## src/rtl/aes_pkg.sv

```systemverilog
// Shared types, sizes and GF(2^8) arithmetic for the inverse AES byte-serial datapath.
package aes_pkg;

   localparam int AES_NR       = 10;
   localparam int AES_NB_BYTES = 16;

   typedef enum logic [1:0] {
      IDLE,
      LOAD,
      ROUND,
      UNLOAD
   } dp_state_t;

   function automatic logic [7:0] gf_xtime(input logic [7:0] a);
      return {a[6:0], 1'b0} ^ (a[7] ? 8'h1b : 8'h00);
   endfunction

   function automatic logic [7:0] gf_mul(input logic [7:0] a, input logic [7:0] b);
      logic [7:0] acc;
      logic [7:0] p;
      acc = 8'h00;
      p   = a;
      for (int k = 0; k < 8; k++) begin
         if (b[k]) acc = acc ^ p;
         p = gf_xtime(p);
      end
      return acc;
   endfunction

   // Column packed with row 0 in the top byte.
   function automatic logic [31:0] inv_mix_column(input logic [31:0] col);
      logic [7:0] a0, a1, a2, a3;
      logic [7:0] b0, b1, b2, b3;
      {a0, a1, a2, a3} = col;
      b0 = gf_mul(a0, 8'h0e) ^ gf_mul(a1, 8'h0b) ^ gf_mul(a2, 8'h0d) ^ gf_mul(a3, 8'h09);
      b1 = gf_mul(a0, 8'h09) ^ gf_mul(a1, 8'h0e) ^ gf_mul(a2, 8'h0b) ^ gf_mul(a3, 8'h0d);
      b2 = gf_mul(a0, 8'h0d) ^ gf_mul(a1, 8'h09) ^ gf_mul(a2, 8'h0e) ^ gf_mul(a3, 8'h0b);
      b3 = gf_mul(a0, 8'h0b) ^ gf_mul(a1, 8'h0d) ^ gf_mul(a2, 8'h09) ^ gf_mul(a3, 8'h0e);
      return {b0, b1, b2, b3};
   endfunction

endpackage

```

## src/rtl/aes_inv_data_path_sbox.sv

```systemverilog
// Combinational AES inverse S-box: inverse affine map followed by GF(2^8) inversion (x^254).
module bInvSbox
   import aes_pkg::*;
(
   input  logic [7:0] sbox_in,
   output logic [7:0] sbox_out
);

   logic [7:0] t, t2, t3, t6, t12, t15, t30, t60, t120, t240, t252;

   // Addition chain for x^254; zero maps to zero as the S-box requires.
   always_comb begin
      t    = {sbox_in[6:0], sbox_in[7]} ^ {sbox_in[4:0], sbox_in[7:5]}
           ^ {sbox_in[1:0], sbox_in[7:2]} ^ 8'h05;
      t2   = gf_mul(t, t);
      t3   = gf_mul(t2, t);
      t6   = gf_mul(t3, t3);
      t12  = gf_mul(t6, t6);
      t15  = gf_mul(t12, t3);
      t30  = gf_mul(t15, t15);
      t60  = gf_mul(t30, t30);
      t120 = gf_mul(t60, t60);
      t240 = gf_mul(t120, t120);
      t252 = gf_mul(t240, t12);
      sbox_out = gf_mul(t252, t2);
   end

endmodule

```

## src/rtl/aes_inv_data_path.sv

```systemverilog
// Byte-serial AES-128 decryption datapath with an external round-key store.
// Optional AES_INV_DP_LAT_CNT_EN adds the lat_cnt busy-cycle counter output.
module aes_inv_data_path
   import aes_pkg::*;
(
   input  logic       clk,
   input  logic       rst,
   input  logic [7:0] din,
   input  logic       din_valid,
   output logic       din_ready,
   output logic [3:0] rk_round,
   output logic [3:0] rk_idx,
   input  logic [7:0] rk_byte,
   output logic [7:0] dout,
   output logic       dout_valid,
   input  logic       dout_ready,
   output logic       busy
`ifdef AES_INV_DP_LAT_CNT_EN
   ,
   output logic [7:0] lat_cnt
`endif
);

   localparam logic [3:0] LAST_BYTE = 4'(AES_NB_BYTES - 1);

   dp_state_t   cur_st, nxt_st;
   logic [7:0]  state_q [AES_NB_BYTES];
   logic [7:0]  buf_q   [AES_NB_BYTES];
   logic [3:0]  cnt_q;
   logic [3:0]  round_cnt;

   logic [1:0]  row, col, src_col;
   logic [3:0]  src_idx;
   logic [7:0]  sb_in, sb_out, sub_byte;
   logic [31:0] raw_col, mixed_col, done_col;

   // Byte i of the round sits at (row i%4, col i/4) and reads its InvShiftRows source.
   always_comb begin
      row       = cnt_q[1:0];
      col       = cnt_q[3:2];
      src_col   = col - row;
      src_idx   = {src_col, row};
      sb_in     = state_q[src_idx];
      sub_byte  = sb_out ^ rk_byte;
      raw_col   = {buf_q[{col, 2'd0}], buf_q[{col, 2'd1}], buf_q[{col, 2'd2}], sub_byte};
      mixed_col = inv_mix_column(raw_col);
      done_col  = (round_cnt == 4'd0) ? raw_col : mixed_col;
   end

   bInvSbox u_inv_sbox (
      .sbox_in  (sb_in),
      .sbox_out (sb_out)
   );

   always_ff @(posedge clk) begin
      if (rst) cur_st <= IDLE;
      else     cur_st <= nxt_st;
   end

   // The IDLE transfer is load beat 0, so it addresses k10[0] while it happens.
   always_comb begin
      nxt_st     = cur_st;
      din_ready  = 1'b0;
      dout_valid = 1'b0;
      rk_round   = 4'd0;
      rk_idx     = 4'd0;
      case (cur_st)
         IDLE: begin
            din_ready = 1'b1;
            if (din_valid) begin
               rk_round = 4'(AES_NR);
               nxt_st   = LOAD;
            end
         end
         LOAD: begin
            din_ready = 1'b1;
            rk_round  = 4'(AES_NR);
            rk_idx    = cnt_q;
            if (din_valid && cnt_q == LAST_BYTE) nxt_st = ROUND;
         end
         ROUND: begin
            rk_round = round_cnt;
            rk_idx   = cnt_q;
            if (cnt_q == LAST_BYTE && round_cnt == 4'd0) nxt_st = UNLOAD;
         end
         UNLOAD: begin
            dout_valid = 1'b1;
            if (dout_ready && cnt_q == LAST_BYTE) nxt_st = IDLE;
         end
         default: nxt_st = IDLE;
      endcase
   end

   assign busy = (cur_st != IDLE);
   assign dout = (cur_st == UNLOAD) ? state_q[cnt_q] : 8'h00;

   // One shared byte counter walks load, each round and unload, wrapping 15->0 between phases.
   always_ff @(posedge clk) begin
      if (rst) begin
         cnt_q     <= 4'd0;
         round_cnt <= 4'd0;
         for (int k = 0; k < AES_NB_BYTES; k++) begin
            state_q[k] <= 8'h00;
            buf_q[k]   <= 8'h00;
         end
      end else begin
         case (cur_st)
            IDLE: begin
               if (din_valid) begin
                  state_q[0] <= din ^ rk_byte;
                  cnt_q      <= 4'd1;
               end
            end
            LOAD: begin
               if (din_valid) begin
                  state_q[cnt_q] <= din ^ rk_byte;
                  cnt_q          <= cnt_q + 4'd1;
                  if (cnt_q == LAST_BYTE) round_cnt <= 4'(AES_NR - 1);
               end
            end
            ROUND: begin
               cnt_q <= cnt_q + 4'd1;
               if (row != 2'd3) begin
                  buf_q[cnt_q] <= sub_byte;
               end else begin
                  buf_q[{col, 2'd0}] <= done_col[31:24];
                  buf_q[{col, 2'd1}] <= done_col[23:16];
                  buf_q[{col, 2'd2}] <= done_col[15:8];
                  buf_q[{col, 2'd3}] <= done_col[7:0];
               end
               // State must stay untouched mid-round because later bytes still read it.
               if (cnt_q == LAST_BYTE) begin
                  for (int k = 0; k < AES_NB_BYTES - 4; k++) state_q[k] <= buf_q[k];
                  state_q[12] <= done_col[31:24];
                  state_q[13] <= done_col[23:16];
                  state_q[14] <= done_col[15:8];
                  state_q[15] <= done_col[7:0];
                  if (round_cnt != 4'd0) round_cnt <= round_cnt - 4'd1;
               end
            end
            UNLOAD: begin
               if (dout_ready) cnt_q <= cnt_q + 4'd1;
            end
            default: cnt_q <= 4'd0;
         endcase
      end
   end

`ifdef AES_INV_DP_LAT_CNT_EN
   // Counts busy cycles of the current block and freezes once the block returns to IDLE.
   always_ff @(posedge clk) begin
      if (rst) begin
         lat_cnt <= 8'd0;
      end else if (cur_st == IDLE) begin
         if (nxt_st != IDLE) lat_cnt <= 8'd0;
      end else if (lat_cnt != 8'hff) begin
         lat_cnt <= lat_cnt + 8'd1;
      end
   end
`endif

endmodule

```

## config.mk

```make
export PLATFORM = sky130hd
export DESIGN_NAME = aes_inv_data_path
export DESIGN_NICKNAME = d
export VERILOG_FILES = /design/src/rtl/aes_pkg.sv /design/src/rtl/aes_inv_data_path_sbox.sv /design/src/rtl/aes_inv_data_path.sv
export SDC_FILE = /design/constraint.sdc
export NUM_CORES = 1
export LEC_CHECK = 0
export BUFFER_PORTS_ARGS = -buffer_cell sky130_fd_sc_hd__buf_4
export CELL_PAD_IN_SITES_DETAIL_PLACEMENT = 1
export CELL_PAD_IN_SITES_GLOBAL_PLACEMENT = 1
export CORE_ASPECT_RATIO = 0.6
export CORE_MARGIN = 2
export CORE_UTILIZATION = 49
export CTS_CLUSTER_DIAMETER = 30
export CTS_CLUSTER_SIZE = 8
export DETAILED_ROUTE_END_ITERATION = 10
export GPL_ROUTABILITY_DRIVEN = 0
export PLACE_DENSITY_LB_ADDON = 0.1
export SETUP_SLACK_MARGIN = 0.02
export SLEW_MARGIN = 25
export SYNTH_ARGS = -nofsm -noshare
export SYNTH_HDL_FRONTEND = slang
export SYNTH_HIERARCHICAL = 1
export SYNTH_SLANG_ARGS = --single-unit
```

## constraint.sdc

```tcl
create_clock -name clk -period 31.7 [get_ports clk]
set_input_delay 1.585 -clock clk [delete_from_list [all_inputs] [get_ports clk]]
set_output_delay 1.585 -clock clk [all_outputs]
set_load 0.1 [all_outputs]
```

==> Yosys cells after proc, flatten, opt, wreduce, memory -nomap -nowiden <==
Memory sizes are Yosys's and may differ from the RTL's. A register that Yosys moved wholly into a read port is not among the register bits.
Cells that the tools add are included.
Widths: inputs -> output; s select.
{ "op_classes": {"n_bitwise": 228, "n_reduce_logical": 19, "n_mux": 262, "eq_ne": 14, "n_addsub": 3} }
{ "op_table": {"columns": ["op", "n"], "rows": [
  ["$xor 8x8->8", 198],
  ["$mux 8", 112],
  ["$mux 5", 89],
  ["$xor 8x5->8", 12],
  ["$mux 4", 23],
  ["$reduce_or 8->1", 6],
  ["$mux 32", 1],
  ["$mux 1", 29],
  ["$ne 2x2->1 const B", 10],
  ["$or 1x1->1", 17],
  ["$pmux 4 s4", 1],
  ["$pmux 4 s3", 1],
  ["$mux 2", 4],
  ["$pmux 2 s4", 1],
  ["$pmux 4 s2", 1],
  ["$reduce_and 5->1", 1],
  ["$add 4x1->4 const B", 1],
  ["$eq 2x2->1 const B", 2],
  ["$eq 4x4->1 const B", 1],
  ["$logic_not 4->1", 1],
  ["$reduce_and 4->1", 1],
  ["$reduce_bool 2->1", 2],
  ["$reduce_bool 4->1", 1],
  ["$reduce_or 2->1", 2],
  ["7 further kinds", 9]
]} }
{ "totals": {"memories": 2, "ramBits": 256, "in_bits": 20, "ff_bits": 10} }
{ "mem_list": {"columns": ["memory", "depth", "word_bits", "read_ports", "rd_clocked_by_memory_dff", "wr", "line_no", "rtl"], "rows": [
  ["buf_q", 16, 8, 15, 3, 16, "aes_inv_data_path.sv:28", "logic [7:0] buf_q [AES_NB_BYTES];"],
  ["state_q", 16, 8, 2, 1, 16, "aes_inv_data_path.sv:27", "logic [7:0] state_q [AES_NB_BYTES];"]
]} }

==> Logic depth before layout (Yosys ltp) <==
An unclocked memory read counts as a cell.
{ "logic_depth": {"ltp_word": 191, "mapped_depth": 95, "ltp_nobuf": 85} }

==> Modules after synthesis <==
Netlist, hierarchy kept.
{ "modules_own_cells": {"columns": ["mod", "cells_each", "seq_area_each_um2", "area_each_um2", "instances"], "rows": [
  ["aes_inv_data_path", 1303, 7727.4, 16387.0, 1],
  ["bInvSbox", 1541, 0.0, 12141.6, 1]
]} }

==> Least setup slack after synthesis <==
No wires, ideal clock.
{ "synth_path": {"kind": "register -> register", "startpoint": "register cnt_q[2]", "endpoint": "memory buf_q[2][5], data pin", "period_less_slack_ps": 22890, "setup_ps": 279, "arrival_ps": 22611, "slack_ps": 8810, "n_path_buf": 13, "path_stages_with_launch": 90, "cell_sequence": "dfxtp_1 -> clkbuf_1 -> inv_1 -> ha_1 -> xor2_1 -> inv_1 -> nor2_1 -> or2_2 -> buf_1 -> mux4_2 -> buf_4 -> xnor3_1 -> clkbuf_1 -> inv_2 -> ha_1 -> xnor2_1 -> xnor2_1 -> nor2_1 -> (+54 left out) -> nor2_2 -> xnor2_1 -> xnor3_2 -> xnor2_4 -> xor2_2 -> xnor2_2 -> nor3b_1 -> or4_1 -> xnor3_1 -> xor2_1 -> xnor2_1 -> xor2_1 -> xnor3_1 -> xor2_1 -> xnor3_1 -> xnor3_1 -> mux2i_1 -> o22ai_1"} }
{ "synth_rtl": {"columns": ["element", "line_no", "rtl"], "rows": [
  ["from (decl)", "aes_inv_data_path.sv:29", "logic [3:0] cnt_q;"],
  ["from (signal assigned)", "aes_inv_data_path.sv:117", "cnt_q <= cnt_q + 4'd1;"],
  ["from (signal assigned)", "aes_inv_data_path.sv:122", "cnt_q <= cnt_q + 4'd1;"],
  ["from (signal assigned)", "aes_inv_data_path.sv:142", "if (dout_ready) cnt_q <= cnt_q + 4'd1;"],
  ["to (decl)", "aes_inv_data_path.sv:28", null]
]} }

==> results.tsv <==
metric	value	unit
status	finished, final reports clean	
slowest_delay	0.81	ns
skew	0.0328	ns
h-tree-depth	2	
whs_endpoint	state_q[7][2]$_DFFE_PP_	
synth-seq-cells	262	
dpl.hpwl	84300	um
synthToLayoutAreaGrowth	7.98	%
grt.overflow.total	0	
r2r-start	cnt_q[2]$_SDFFE_PP0P_	
hold_violations	0	
cts_resized	0	
synth-edff-count	248	
grt_usage	0.367	
cts-root-buf	clkbuf_16	
final_cell_mix	xnor2_1, nor2_1, edfxtp_1, nand2_1, o21ai_0	
r2r_end	buf_q[2][5]$_DFFE_PP_	
cp.arrival	28.82	ns
clk-insertion-delay-late	0.58	ns
grt_setup_unrepaired	false	
clk_path_buf_depth	3	
cp-end-kind	flop	
antenna_found_initial	3	
holdPathStages	2	
ys_seq_area_frac	0.271	
yosysUniqueCellTypes	105	
hold_start	buf_q[7][2]$_DFFE_PP_	
clk_pin_slew	0.05	ns
fmax	35.0	MHz
cts_buffers	43	
synth.cell_area	28500	um^2
slew_viol_final	0	
synth_flop_cell	edfxtp_1	
cts_tree	yes	
io_pins	39	
coreArea	57500	um^2
grt_pass1_vias	23600	
slew-limit-headroom	0.155	
drtIter0Drc	3498	
multi_input_area	19900	um^2
num_rows	68	
async_flop_share	0	
finalSetupTns	0	ns
final_nets	2822	
critPathKind	reg -> reg	
final_common_cell	xnor2_1	
wire_per_inst	31.2	um
avgSynthCellArea	10.0	um^2
r2r_slack	3.14	ns
io_buffer_count	38	
fp.dieH	191	um
required	31.96	ns
tightest_slew	1.27	ns
crit_slowest_cell	mux4_2	
hp-class	reg -> reg	
clock-sinks	262	
startpoint_type	flop	
critical_path.most_common_cell	xnor2_1	
cap_violations	0	
finalCriticalPeriod	28.56	ns
cp_max_fo	23	
finalCritPeriodShare	0.901	
filler_cell_count	6327	
dr.pass1.iters	6	
start_util	0.496	
synthDominantAreaCellType	edfxtp_1	
r2r_cells	81	
post_drt_via_cell_ratio	6.78	
seq_area	7730	um^2
busiest_layer	met1	
ant_nets	0	
use_met3	0.177	
drive_gt1_frac	0.142	
met1_usage	0.554	
use_met2	0.468	
wl	112000	um
post_cts_buffers	0	
synth_top_area_share	0.261	
yosysWarnings	6	
ctsHoldBuffers	0	
die_w	316	um
syn_nets	2882	
vias	24300	
grt_max_degree	57	
drc	0	
yosys-top-cells-area	edfxtp_1, xnor2_1, xnor3_1	
die_area	60200	um^2
setup_viol	0	
grt_pass1_wl	163000	um
syn_inst	2844	
metal layers:
layer | vias to the layer above | share of wire
met3 | 229 | 0.17
met1 | 12200 | 0.43
li1 | 10200 | -
met4 | 8 | 0.020
met5 | - | 0.0035
met2 | 1697 | 0.38
worst max-delay path, delay by kind of cell, from the launching register on:
family / cells / cell delay [ns]
xor+xnor: 38 / 13.60
simple gates: 18 / 4.18
buf+inv: 12 / 3.78
fa+ha+maj: 8 / 3.54
mux: 2 / 1.26
compound gates: 3 / 1.20
flops: 1 / 0.61
registers in the layout, summed over array words and instances, names as in the netlist, named ones only:
signal     cells
cur_st         2
cnt_q          4
round_cnt      4
state_q      128
buf_q        120
layout make-up:
cell class / instances / share of cell area
Multi-Input combinational cell: 2332 / 0.646
Sequential cell: 262 / 0.251
Clock buffer: 61 / 0.0378
Tap cell: 770 / 0.0313
Timing Repair Buffer: 101 / 0.0246
Inverter: 44 / 0.00536
Clock inverter: 11 / 0.00345
Antenna cell: 4 / 0.000325
Yosys cell counts (27+ instances only):
cell type	number
edfxtp_1	248
buf_2	48
and2_1	27
clkbuf_1	119
nor2_1	309
a21oi_1	79
xor2_1	117
mux4_2	85
o22ai_1	133
xnor3_1	113
o21ai_0	138
mux2i_1	56
xnor2_2	36
xnor2_1	445
inv_1	31
nand3_1	47
nand2_1	247
nor3_1	67
worst max path at each step:
stage                           from                endpoint  slack, ns  cells past startpoint
6_report       cnt_q[2]$_SDFFE_PP0P_   buf_q[2][5]$_DFFE_PP_       3.14                     81
5_1_grt        cnt_q[2]$_SDFFE_PP0P_   buf_q[2][5]$_DFFE_PP_       1.38                     81
4_1_cts        cnt_q[1]$_SDFFE_PP0P_   buf_q[2][5]$_DFFE_PP_       3.55                     74
3_5_place_dp   cnt_q[2]$_SDFFE_PP0P_  buf_q[10][5]$_DFFE_PP_       3.63                     78
3_3_place_gp   cnt_q[2]$_SDFFE_PP0P_  buf_q[14][5]$_DFFE_PP_       5.11                     78
2_1_floorplan  cnt_q[2]$_SDFFE_PP0P_   buf_q[2][5]$_DFFE_PP_       8.81                     89
cell families (layout without fill, tap and decap cells):
kind of cell | after synthesis | after routing | synth area share
fa+ha+maj | 18 | 18 | 0.00789
flops | 262 | 262 | 0.271
compound gates | 543 | 543 | 0.125
buf+inv | 250 | 217 | 0.0400
xor+xnor | 762 | 762 | 0.324
simple gates | 850 | 850 | 0.136
other cells | 0 | 4 | 0
mux | 159 | 159 | 0.0967
metrics by stage:
stage / instances / util / area (um^2) / hold WS (ns) / worst slack (ns)
3_5_place_dp: 3509 / 0.513 / 29500 / 0.522 / 3.63
4_1_cts: 3581 / 0.535 / 30800 / 0.540 / 3.55
5_1_grt: 3581 / 0.535 / 30800 / 0.562 / 1.38
2_1_floorplan: 2844 / - / 28500 / 0.496 / 8.81
3_3_place_gp: 3509 / 0.513 / 29500 / 0.507 / 5.11
6_report: 3585 / 0.536 / 30800 / 0.535 / 3.14
Power is left out: the tool's default activity adds up to more than one toggle a clock period on the data nets, which glitch-free logic cannot reach.
